`src/rtl/mixer_n.sv`:
```
// Multi-channel sampled-audio mixer with 1-bit effect sources and
// first-order sigma-delta outputs for left and right.
//
// Each mix period is SAMPLE_DIV clk28 cycles long. Phase 0 snapshots the
// inputs and seeds both accumulators with the 1-bit source levels.
// Phases 1..CHANNELS add one scaled channel each. Phase CHANNELS+1
// clamps the sums into the output levels. Each output level then drives
// its own sigma-delta modulator on every cycle.

// First-order sigma-delta modulator. The output bit is the carry out of
// sd + level, so the density of ones over 2^OUT_W cycles equals level.
module mixer_sd #(
  parameter int OUT_W = 10
) (
  input  logic             clk28,
  input  logic             rst_n,
  input  logic [OUT_W-1:0] level,
  output logic             dac
);
  logic [OUT_W-1:0] sd;
  logic [OUT_W:0]   sum;

  assign sum = {1'b0, sd} + {1'b0, level};

  // Keep the low bits as the error term and register the carry as the output bit.
  always_ff @(posedge clk28) begin
    if (!rst_n) begin
      sd  <= '0;
      dac <= 1'b0;
    end else begin
      sd  <= sum[OUT_W-1:0];
      dac <= sum[OUT_W];
    end
  end
endmodule

module mixer_n #(
  parameter int CHANNELS     = 4,
  parameter int SAMPLE_W     = 8,
  parameter int VOL_W        = 4,
  parameter int OUT_W        = 10,
  parameter int SAMPLE_DIV   = 512,
  parameter int BEEPER_LVL   = 128,
  parameter int TAPE_OUT_LVL = 32,
  parameter int TAPE_IN_LVL  = 32
) (
  input  logic                         clk28,
  input  logic                         rst_n,
  input  logic [CHANNELS*SAMPLE_W-1:0] ch_data,
  input  logic [CHANNELS*VOL_W-1:0]    ch_vol,
  input  logic [CHANNELS*2-1:0]        ch_pan,
  input  logic                         beeper,
  input  logic                         tape_out,
  input  logic                         tape_in,
  input  logic                         mute,
  output logic                         dac_l,
  output logic                         dac_r,
  output logic                         sample_strobe,
  output logic                         clip_l,
  output logic                         clip_r
);
  localparam int PH_W   = (SAMPLE_DIV > 2) ? $clog2(SAMPLE_DIV) : 2;
  localparam int ACC_A  = OUT_W + 1;
  localparam int ACC_B  = SAMPLE_W + $clog2(CHANNELS + 3) + 1;
  localparam int ACC_W  = (ACC_A > ACC_B) ? ACC_A : ACC_B;
  localparam int PROD_W = SAMPLE_W + VOL_W + 1;

  localparam logic [PH_W-1:0]  PH_LAST  = PH_W'(SAMPLE_DIV - 1);
  localparam logic [PH_W-1:0]  PH_LATCH = PH_W'(CHANNELS + 1);
  localparam logic [ACC_W-1:0] ACC_TOP  = ACC_W'((1 << OUT_W) - 1);
  localparam logic [OUT_W-1:0] LVL_TOP  = '1;

  // The channel schedule must fit inside one mix period.
  if (CHANNELS + 2 > SAMPLE_DIV) begin : g_bad_div
    $error("mixer_n: SAMPLE_DIV must be at least CHANNELS+2");
  end
  if (CHANNELS < 1 || CHANNELS > 8) begin : g_bad_ch
    $error("mixer_n: CHANNELS must be within 1..8");
  end

  logic [PH_W-1:0]                    phase;
  logic [CHANNELS-1:0][SAMPLE_W-1:0]  snap_data;
  logic [CHANNELS-1:0][VOL_W-1:0]     snap_vol;
  logic [CHANNELS-1:0][1:0]           snap_pan;
  logic                               snap_mute;
  logic [1:0][ACC_W-1:0]              acc;
  logic [1:0][OUT_W-1:0]              level;
  logic [1:0]                         clip;
  logic [1:0]                         dac;

  logic [SAMPLE_W-1:0] sel_data;
  logic [VOL_W-1:0]    sel_vol;
  logic [1:0]          sel_pan;
  logic [VOL_W:0]      gain;
  logic [PROD_W-1:0]   prod;
  logic [ACC_W-1:0]    term;
  logic [ACC_W-1:0]    src;

  // Free-running phase counter that sets the mix period.
  always_ff @(posedge clk28) begin
    if (!rst_n)                phase <= '0;
    else if (phase == PH_LAST) phase <= '0;
    else                       phase <= phase + PH_W'(1);
  end

  // Freeze the channel state at phase 0 so the rest of the period is stable.
  always_ff @(posedge clk28) begin
    if (!rst_n) begin
      snap_data <= '0;
      snap_vol  <= '0;
      snap_pan  <= '0;
      snap_mute <= 1'b0;
    end else if (phase == '0) begin
      snap_data <= ch_data;
      snap_vol  <= ch_vol;
      snap_pan  <= ch_pan;
      snap_mute <= mute;
    end
  end

  // Select channel phase-1. Outside phases 1..CHANNELS the pan stays 0, so nothing is added.
  always_comb begin
    sel_data = '0;
    sel_vol  = '0;
    sel_pan  = '0;
    for (int i = 0; i < CHANNELS; i++) begin
      if (phase == PH_W'(i + 1)) begin
        sel_data = snap_data[i];
        sel_vol  = snap_vol[i];
        sel_pan  = snap_pan[i];
      end
    end
  end

  // (vol+1)/2^VOL_W gives unity gain at full volume.
  assign gain = {1'b0, sel_vol} + (VOL_W + 1)'(1);
  assign prod = PROD_W'(sel_data) * PROD_W'(gain);
  assign term = ACC_W'(prod[PROD_W-1:VOL_W]);

  // The 1-bit sources are taken at phase 0 along with the channel snapshot.
  assign src = (beeper   ? ACC_W'(BEEPER_LVL)   : '0)
             + (tape_out ? ACC_W'(TAPE_OUT_LVL) : '0)
             + (tape_in  ? ACC_W'(TAPE_IN_LVL)  : '0);

  // Seed both sums with the sources, then add each channel to the sides its pan enables.
  always_ff @(posedge clk28) begin
    if (!rst_n) begin
      acc <= '0;
    end else if (phase == '0) begin
      acc <= {src, src};
    end else begin
      for (int s = 0; s < 2; s++)
        if (sel_pan[s]) acc[s] <= acc[s] + term;
    end
  end

  // Clamp the finished sums into the output levels and record any saturation.
  always_ff @(posedge clk28) begin
    if (!rst_n) begin
      level <= '0;
      clip  <= '0;
    end else if (phase == PH_LATCH) begin
      for (int s = 0; s < 2; s++) begin
        clip[s]  <= (acc[s] > ACC_TOP);
        level[s] <= snap_mute        ? '0 :
                    (acc[s] > ACC_TOP) ? LVL_TOP : acc[s][OUT_W-1:0];
      end
    end
  end

  for (genvar s = 0; s < 2; s++) begin : g_sd
    mixer_sd #(.OUT_W(OUT_W)) u_sd (
      .clk28 (clk28),
      .rst_n (rst_n),
      .level (level[s]),
      .dac   (dac[s])
    );
  end

  assign sample_strobe = rst_n && (phase == PH_LATCH);
  assign dac_l         = dac[0];
  assign dac_r         = dac[1];
  assign clip_l        = clip[0];
  assign clip_r        = clip[1];
endmodule

```
`config.mk`:
```
export PLATFORM = sky130hd
export DESIGN_NAME = mixer_n
export DESIGN_NICKNAME = d
export VERILOG_FILES = /design/src/rtl/mixer_n.sv
export SDC_FILE = /design/constraint.sdc
export NUM_CORES = 1
export LEC_CHECK = 0
export BUFFER_PORTS_ARGS = -buffer_cell sky130_fd_sc_hd__buf_4
export CORE_MARGIN = 1
export CORE_UTILIZATION = 40
export DETAILED_ROUTE_END_ITERATION = 12
export GPL_TIMING_DRIVEN = 1
export PLACE_DENSITY = 0.62
export SETUP_SLACK_MARGIN = 0.2
export SLEW_MARGIN = 25
export SYNTH_ARGS = -nofsm -noshare
export SYNTH_HDL_FRONTEND = slang
export SYNTH_SLANG_ARGS = --single-unit
```
`constraint.sdc`:
```
create_clock -name clk28 -period 9.6 [get_ports clk28]
set_input_delay 1.92 -clock clk28 [delete_from_list [all_inputs] [get_ports clk28]]
set_output_delay 1.92 -clock clk28 [all_outputs]
set_load 0.02 [all_outputs]
```
Word level (Yosys, flattened, before mapping)

Index checks and enable logic that the tools add are counted.

Bits in registers: 134
Input bits: 62
Output and inout port bits: 5
Word-level logic and storage cells: 68

$add $sub $neg: 8
Multiply operators: 1
Order comparisons: 2
Equal/unequal tests: 6
Multiplexer cells: 22
Bitwise operators: 1
Reductions and logical operators: 5

Operators by type and width:

| operator                                                        | count |
|---|---|
| two-way mux 10 bit                                              | 4 |
| two-way mux 8 bit                                               | 5 |
| adder 12 x 9 -> 12 bit                                          | 2 |
| greater-than comparator 12 x 10 -> 1 bit, second input constant | 2 |
| two-way mux 12 bit                                              | 2 |
| two-way mux 24 bit                                              | 1 |
| adder 10 x 10 -> 11 bit                                         | 2 |
| equality test 9 x 2 -> 1 bit, second input constant             | 2 |
| equality test 9 x 3 -> 1 bit, second input constant             | 2 |
| two-way mux 4 bit                                               | 4 |
| multiplier 8 x 5 -> 13 bit                                      | 1 |
| two-way mux 6 bit                                               | 2 |
| adder 9 x 6 -> 10 bit                                           | 1 |
| adder 8 x 6 -> 9 bit                                            | 1 |
| adder 9 x 1 -> 9 bit, second input constant                     | 1 |
| equality test 9 x 1 -> 1 bit, second input constant             | 1 |
| equality test 9 bit, second input constant                      | 1 |
| logical NOT 9 bit                                               | 1 |
| two-way mux 2 bit                                               | 4 |
| adder 4 x 1 -> 5 bit, second input constant                     | 1 |
| nonzero test 2 bit                                              | 2 |
| OR reduction 2 bit                                              | 1 |
| logical AND 1 bit                                               | 1 |
| NOT 1 bit                                                       | 1 |

Longest topological paths before layout

Gate-level depths: netlist (run 1).

Depth in word-level cells: 10
Mapped depth: 34
Mapped depth without buffers: 32

Modules after synthesis

Synthesis (run 1) repeated with hierarchy kept, for this count alone.

Cells, all modules: 1,040
Area, all modules: 8,396.8 µm²

By module, submodules not included:

| module   | times used | cells each | area an instance (µm²) | sequential area each (µm²) |
|---|---|---|---|---|
| mixer_n  | 1          | 860        | 6,860.3                | 2,242.2 |
| mixer_sd | 2          | 90         | 768.2                  | 220.2 |

Worst setup path before layout (run 1)

OpenSTA, ideal clock, no wires.

Path type: reg-to-reg
Start point: register phase[0]
End point: register acc[22] in the netlist's numbering
Data arrival time: 6.570 ns
Data required time: 9.472 ns
Path slack: 2.903 ns
Stages on the path, launching flop included: 32
Period minus slack after synthesis: 6.697 ns
Cells stage by stage: dfxtp_1 -> inv_1 -> ha_1 -> buf_6 -> a21oi_1 -> o21ai_0 -> a32o_1 -> nand2_1 -> inv_1 -> ha_1 -> xnor2_1 -> or2_2 -> fa_1 -> fa_1 -> fa_1 -> inv_1 -> ha_1 -> a21oi_1 -> o21bai_1 -> a21o_1 -> a41o_1 -> and4_1 -> a211oi_2 -> o21bai_2 -> xor2_1 -> ha_1 -> or3_1 -> o21ai_0 -> a211oi_1 -> o211ai_1 -> xor2_1 -> nor2_1

Longest elaborated chain between the ends: 10

RTL lines:

| what                            | RTL line | RTL |
|---|---|---|
| from (decl)                     | 81       | `logic [PH_W-1:0] phase;` |
| from (signal assigned)          | 103      | `else phase <= phase + PH_W'(1);` |
| equality test 9 x 1 -> 1 bit    | 127      | `if (phase == PH_W'(i + 1)) begin` |
| two-way mux 4 bit (4 in series) | 127      |  |
| adder 4 x 1 -> 5 bit            | 136      | `assign gain = {1'b0, sel_vol} + (VOL_W + 1)'(1);` |
| multiplier 8 x 5 -> 13 bit      | 137      | `assign prod = PROD_W'(sel_data) * PROD_W'(gain);` |
| adder 12 x 9 -> 12 bit          | 153      | `if (sel_pan[s]) acc[s] <= acc[s] + term;` |
| two-way mux 12 bit              | 153      |  |
| two-way mux 24 bit              | 149      | `end else if (phase == '0) begin` |
| to (signal assigned)            | 150      | `acc <= {src, src};` |
| to (signal, indexed assignment) | 153      |  |
| to (decl)                       | 86       | `logic [1:0][ACC_W-1:0] acc;` |

Several ways; a longest one is shown, not always the timed one. The select of a mux whose other input is x is not followed.
A chain may end at the register's enable or synchronous reset.

Final worst setup path (run 1)

Start point: register phase[0]
End point: register acc[10] in the netlist's numbering

Same word-level chain as after synthesis.

==> results.toml, run 1 <==
[outcome]
status = "complete, no violations"

[synth]
async_reset_ff_share_pct = 0
synth-seq-cells = 134
syn_avg_cell_area_um2 = 7.91
synth_area_um2 = 7800
syn_nets = 1135
synthFlopType = "dfxtp_1"
syn_inst = 986
yosysSeqAreaShare_pct = 34.4
yosysWarnings = 0
ys_types = 57
synth_edf_count = 0

[routing]
drtAntennaViolNets = 0
firstDrtPassIters = 4
route.met3.wl_um = 538
wl_um = 17400
routedWlPerCell_um = 13.3
met1_length_um = 8620
drc_errors = 0
wl_met2_um = 8030
via_per_inst = 4.93
drt_iter0_drc = 347
highest_layer = "met4"
num_vias = 6450

[setup_path]
cp_top_family = "adder cells"
slowest_delay_ns = 0.74
crit_top_cell = "ha_1"
path_buf_inv = 3
end_kind = "flop"
cp.required_ns = 9.96
crit_type = "reg2reg"
crit_fanout = 28
startpoint_type = "flop"
cp_data_arrival_time_ns = 8.18
crit_slowest_cell = "ha_1"

[die]
fp-row-count = 50
coreArea_um2 = 18900
start_util_pct = 41.3
dieArea_um2 = 20100
ioPinCount = 67
fp.dieH_um = 142
die_x_um = 142

[grt]
grt_first_pass_wirelength_um = 29300
antenna_found_initial = 0
grt.total_usage_pct = 18.3
overflow = 0
grt_pass1_vias = 6087
grt_max_degree = 78

[clock_tree]
ctsResizeCount = 0
cts_root_buf = "clkbuf_16"
cts_tree = "done"
cts_max_path_buffers = 2
clk_pin_slew_ns = 0.06
cts.sinks = 134
postCtsSetupRepairBufs = 0
clkLatencyLatePin_ns = 0.42
h-tree-depth = 4
cts-buffers-inserted = 17
ctsHoldBuffers = 0

[cells_and_area]
diodes = 0
fin_nets = 1183
final.fill_count = 1896
regArea_um2 = 2680
drive_above_1_share_pct = 11.1
fin_cells = 1307
multi_input_area_um2 = 4690
area_delta_synth_final_pct = 16.4

[pwr]
vdd_drop_max_mv = 0.0972
p_leak_nw = 3.94
pwr_density_cell_nw_per_um2 = 161

[timing]
fmax_mhz = 128
fin_tns_setup_ns = 0
fin_crit_sh_pct = 81.5
min_period_ns = 7.82
fin_skew_ns = 0.0108
hold_viol = 0
setup_viol = 0
relSlewSlack_pct = 39.0
rsz0062_at_grt = "false"
worstMarginPinSlew_ns = 0.915
slew_violations = 0

[placement]
dp_hpwl_um = 12900
port_buffers = 66
routabilityCongestion = 0.899
place_inst = 1275

[min_path]
hp-class = "reg2reg"

[run]
cap_viol_max_count = 0
layout make-up:
type	count	share of cell area (%)
Clock inverter	10	1.31
Sequential cell	134	29.5
Tap cell	260	3.58
Clock buffer	22	5.33
Timing Repair Buffer	72	5.95
Inverter	65	2.69
Multi-Input combinational cell	744	51.6
worst register-to-register path: cells and delay by family (launching register included):
family / cells / cell delay (ns)
XOR/XNOR: 2 / 0.76
AND/OR/NAND/NOR: 6 / 1.23
flip-flops: 1 / 0.35
adder cells (fa/ha/maj): 7 / 3.05
AO/OA/AOI/OAI: 11 / 2.13
buffers and inverters: 3 / 0.24
sequential cells by signal (all words and copies together), names as in the netlist:
signal and cells:
clip 2, g_sd.u_sd.dac 2, level 20, snap_mute 1, snap_data 32, phase 9
g_sd.u_sd.sd 20, snap_vol 16, snap_pan 8, acc 24
final timing paths:
check	start	to	slack, ns	cells past startpoint
setup / recovery	phase[0]	acc[10]	1.78	29
hold / removal	snap_vol[10]	snap_vol[10]	0.45	2
setup reg to reg	phase[0]	acc[10]	1.78	29
hold reg to reg	snap_vol[10]	snap_vol[10]	0.45	2
layout by cell type (no fill, tap or decap), types with 3 or more instances in the layout:
cell / netlist / layout
a2111oi_0: 4 / 4
a211oi_1: 3 / 3
a21boi_0: 4 / 4
a21o_1: 12 / 12
a21oi_1: 101 / 101
a22o_1: 3 / 3
a31oi_1: 3 / 3
and2_1: 9 / 8
and3_1: 9 / 9
buf_4: 3 / 72
clkbuf_16: 0 / 17
clkbuf_8: 0 / 4
clkinvlp_4: 0 / 3
dfxtp_1: 134 / 134
fa_1: 21 / 21
ha_1: 66 / 66
inv_1: 65 / 64
mux2i_1: 16 / 16
nand2_1: 193 / 193
nand2b_1: 14 / 14
nand3_1: 13 / 13
nand4_1: 3 / 3
nor2_1: 101 / 101
nor2b_1: 13 / 13
nor3_1: 17 / 17
o211ai_1: 6 / 6
o21a_1: 6 / 6
o21ai_0: 54 / 54
o31ai_1: 3 / 3
or2_2: 4 / 4
or3_1: 3 / 3
xnor2_1: 22 / 22
xor2_1: 17 / 17
logic make-up after synthesis:
family	after synthesis	share of synthesized area [%]
AO/OA/AOI/OAI	213	15.9
XOR/XNOR	39	4.38
adder cells (fa/ha/maj)	87	16.0
buffers and inverters	108	5.60
flip-flops	134	34.4
multiplexers	16	2.05
AND/OR/NAND/NOR	389	21.7
synthesized netlist by cell type (2+ instances only):
library cell	count	area [um^2]
a2111oi_0	4	35.0
a211oi_1	3	22.5
a21boi_0	4	30.0
a21o_1	12	90.1
a21oi_1	101	505
a22o_1	3	26.3
a31oi_1	3	18.8
and2_1	9	56.3
and3_1	9	56.3
and3b_1	2	17.5
buf_1	5	18.8
buf_2	10	50.1
buf_4	3	22.5
clkbuf_1	24	90.1
dfxtp_1	134	2680
fa_1	21	420
ha_1	66	826
inv_1	65	244
mux2i_1	16	160
nand2_1	193	724
nand2b_1	14	87.6
nand3_1	13	65.1
nand4_1	3	18.8
nor2_1	101	379
nor2b_1	13	81.3
nor3_1	17	85.1
o211ai_1	6	45.0
o21a_1	6	45.0
o21ai_0	54	270
o31ai_1	3	22.5
or2_2	4	25.0
or3_1	3	18.8
xnor2_1	22	193
xor2_1	17	149
metal layers:
| metal | up-vias | track usage [%] |
|---|---|---|
| met3 | 20 | 4.12 |
| met5 | - | 0 |
| met2 | 103 | 29.9 |
| met4 | 0 | 5.77 |
| met1 | 2955 | 24.0 |
| li1 | 3372 | - |
power breakdown:
part / internal, W / switching (W) / leakage [nW]
Sequential: 0.000585 / 0.0000193 / 1.09
Combinational: 0.0000766 / 0.000120 / 2.56
Clock: 0.000411 / 0.000247 / 0.289
Total: 0.00107 / 0.000387 / 3.94
stage by stage:
stage,area [um^2],worst slack (ns),power [W],util (%),hold WS [ns]
6_report,9080,1.78,0.00146,48.1,0.446
4_1_cts,9080,1.76,0.00148,48.1,0.446
3_3_place_gp,8480,1.96,0.000813,44.9,0.433
2_1_floorplan,7800,2.90,0.000753,-,0.427
3_5_place_dp,8480,1.76,0.000814,44.9,0.440
5_1_grt,9080,1.01,0.00153,48.1,0.459
Power figures use the tool's default switching activity.
==> run 2, diff against run 1 <==
PLACE_DENSITY = 0.64   (was 0.62)
clock period = 7.1 ns   (was 9.6 ns; I/O delays follow)
==> run 2 against run 1 <==
Effect of this change: critical path depth stayed put; die area stayed put; non-clock buffer count is 20 higher; setup slack worse by 1.2 ns; final area is 3.8% higher; clock power is 44% higher; power is 40% higher; sequential power is 36% higher; core utilization is 1.8 points higher; fmax is 20% higher; sequential share of layout area is 1.0 points lower.
==> results.toml, run 2 (synthesized netlist as in run 1, its figures left out) <==
[outcome]
status = "complete, no violations"

[grt]
gr-max-usage-layer = "met2"
overflow = 0
grt_pass1_vias = 6284
grt.total_usage_pct = 18.5
grt_first_pass_wirelength_um = 29700
grt_max_degree = 77
gr-usage-met1_pct = 24.1
antenna_found_initial = 0
met3_usage_pct = 3.88
gr-usage-met2_pct = 30.3

[clock_tree]
cts_max_path_buffers = 2
cts-buffers-inserted = 17
cts_tree = "done"
clkLatencyLatePin_ns = 0.42
h-tree-depth = 4
cts_root_buf = "clkbuf_16"
cts.sinks = 134
clk_pin_slew_ns = 0.06

[setup_path]
startpoint_type = "flop"
slowest_delay_ns = 0.54
crit_slowest_cell = "fa_1"
crit_type = "reg2reg"
cp.required_ns = 7.37
end_kind = "flop"
cp_data_arrival_time_ns = 6.81
crit_fanout = 9

[die]
fp-row-count = 50
fp.dieH_um = 142
start_util_pct = 41.3
dieArea_um2 = 20100
coreArea_um2 = 18900
die_x_um = 142
ioPinCount = 67

[routing]
wl_um = 17800
drc_errors = 0
via_per_inst = 4.95
firstDrtPassIters = 5
drt_iter0_drc = 331
num_vias = 6569
routedWlPerCell_um = 13.4
drtAntennaViolNets = 0

[timing]
setup_viol = 0
slew_violations = 0
fin_crit_sh_pct = 92.1
fin_skew_ns = 0.0134
min_period_ns = 6.54
hold_viol = 0
fin_tns_setup_ns = 0
fmax_mhz = 153
relSlewSlack_pct = 37.0
rsz0062_at_grt = "false"
worstMarginPinSlew_ns = 0.945

[placement]
routabilityCongestion = 0.888
dp_hpwl_um = 13100
port_buffers = 66

[cells_and_area]
drive_above_1_share_pct = 15.2
top_register = "snap_data"
reg_top3 = "snap_data (32), acc (24)"
diodes = 0
largest_reg_flops = 32
final_common_cell = "nand2_1"
fin_util_pct = 49.9
area_delta_synth_final_pct = 20.8
final_cell_mix = "193 x nand2_1, 132 x dfxtp_1, 100 x nor2_1"
fin_nets = 1203

[min_path]
hp-class = "reg2reg"

[pwr]
vdd_drop_max_mv = 0.148
p_leak_nw = 4.07
p_total_w = 0.00205
pwr_density_cell_nw_per_um2 = 218

[run]
cap_viol_max_count = 0
## run 2: changes by cell type in the layout (fill, tap and decap cells not counted), sizes merged
cell | previous run | this run
buf | 72 | 92
bufinv | 2 | 4
clkbuf | 22 | 21
clkinv | 3 | 5
clkinvlp | 3 | 1
inv | 67 | 66
## run 2: per-layer routing
| layer | up-vias | part of all wire, % |
|---|---|---|
| li1 | 3422 | - |
| met1 | 3026 | 49 |
| met2 | 102 | 47 |
| met3 | 19 | 3.0 |
| met4 | 0 | 1.8 |
| met5 | - | 0 |
## run 2: worst paths after layout
| path | from | endpoint | slack [ns] | cells past startpoint |
|---|---|---|---|---|
| worst min-delay path | snap_data[1] | snap_data[1] | 0.45 | 2 |
| worst max-delay path | phase[0] | acc[22] | 0.56 | 29 |
| worst max register to register | phase[0] | acc[22] | 0.56 | 29 |
| worst min register to register | snap_data[1] | snap_data[1] | 0.45 | 2 |
## run 2: repair_timing
action	4_1_cts	5_1_grt
hold endpoints to repair	0	0
pin swaps	0	10
endpoints found under the setup margin	10	13
setup buffers	0	6
gates resized for setup	7	31
hold buffers	0	0
## run 2: area by class of cell
class | count | area, um^2
multi-input cells | 744 | 4840
well taps | 260 | 325
inverters | 65 | 244
repair buffers | 92 | 694
flip-flops and latches | 134 | 2690
clock buffers | 21 | 460
fillers | 1885 | 9470
clock inverters | 11 | 173
## run 2: metrics by stage
stage	instances	hold slack (ns)	setup slack, ns	cell area [um^2]
after floorplan	986	0.427	0.403	7800
after global placement	1289	0.434	0.254	8580
after detailed placement	1289	0.440	0.0663	8580
after CTS	1321	0.447	0.231	9240
after global routing	1327	0.469	0.179	9430
final	1327	0.446	0.560	9430
## run 2: critical path, delay by kind of cell (launching register included)
kind / cells / cell delay [ns]
adder cells (fa/ha/maj): 7 / 2.56
AND/OR/NAND/NOR: 5 / 0.99
XOR/XNOR: 3 / 0.38
buffers and inverters: 5 / 0.55
AO/OA/AOI/OAI: 9 / 1.50
flip-flops: 1 / 0.39
## run 2: power breakdown
group | switching (W) | total (W) | leakage, nW | internal, W
clock | 0.000338 | 0.000946 | 0.308 | 0.000608
sequential | 0.0000282 | 0.000820 | 1.09 | 0.000792
combinational | 0.000168 | 0.000285 | 2.67 | 0.000117
total | 0.000534 | 0.00205 | 4.07 | 0.00152
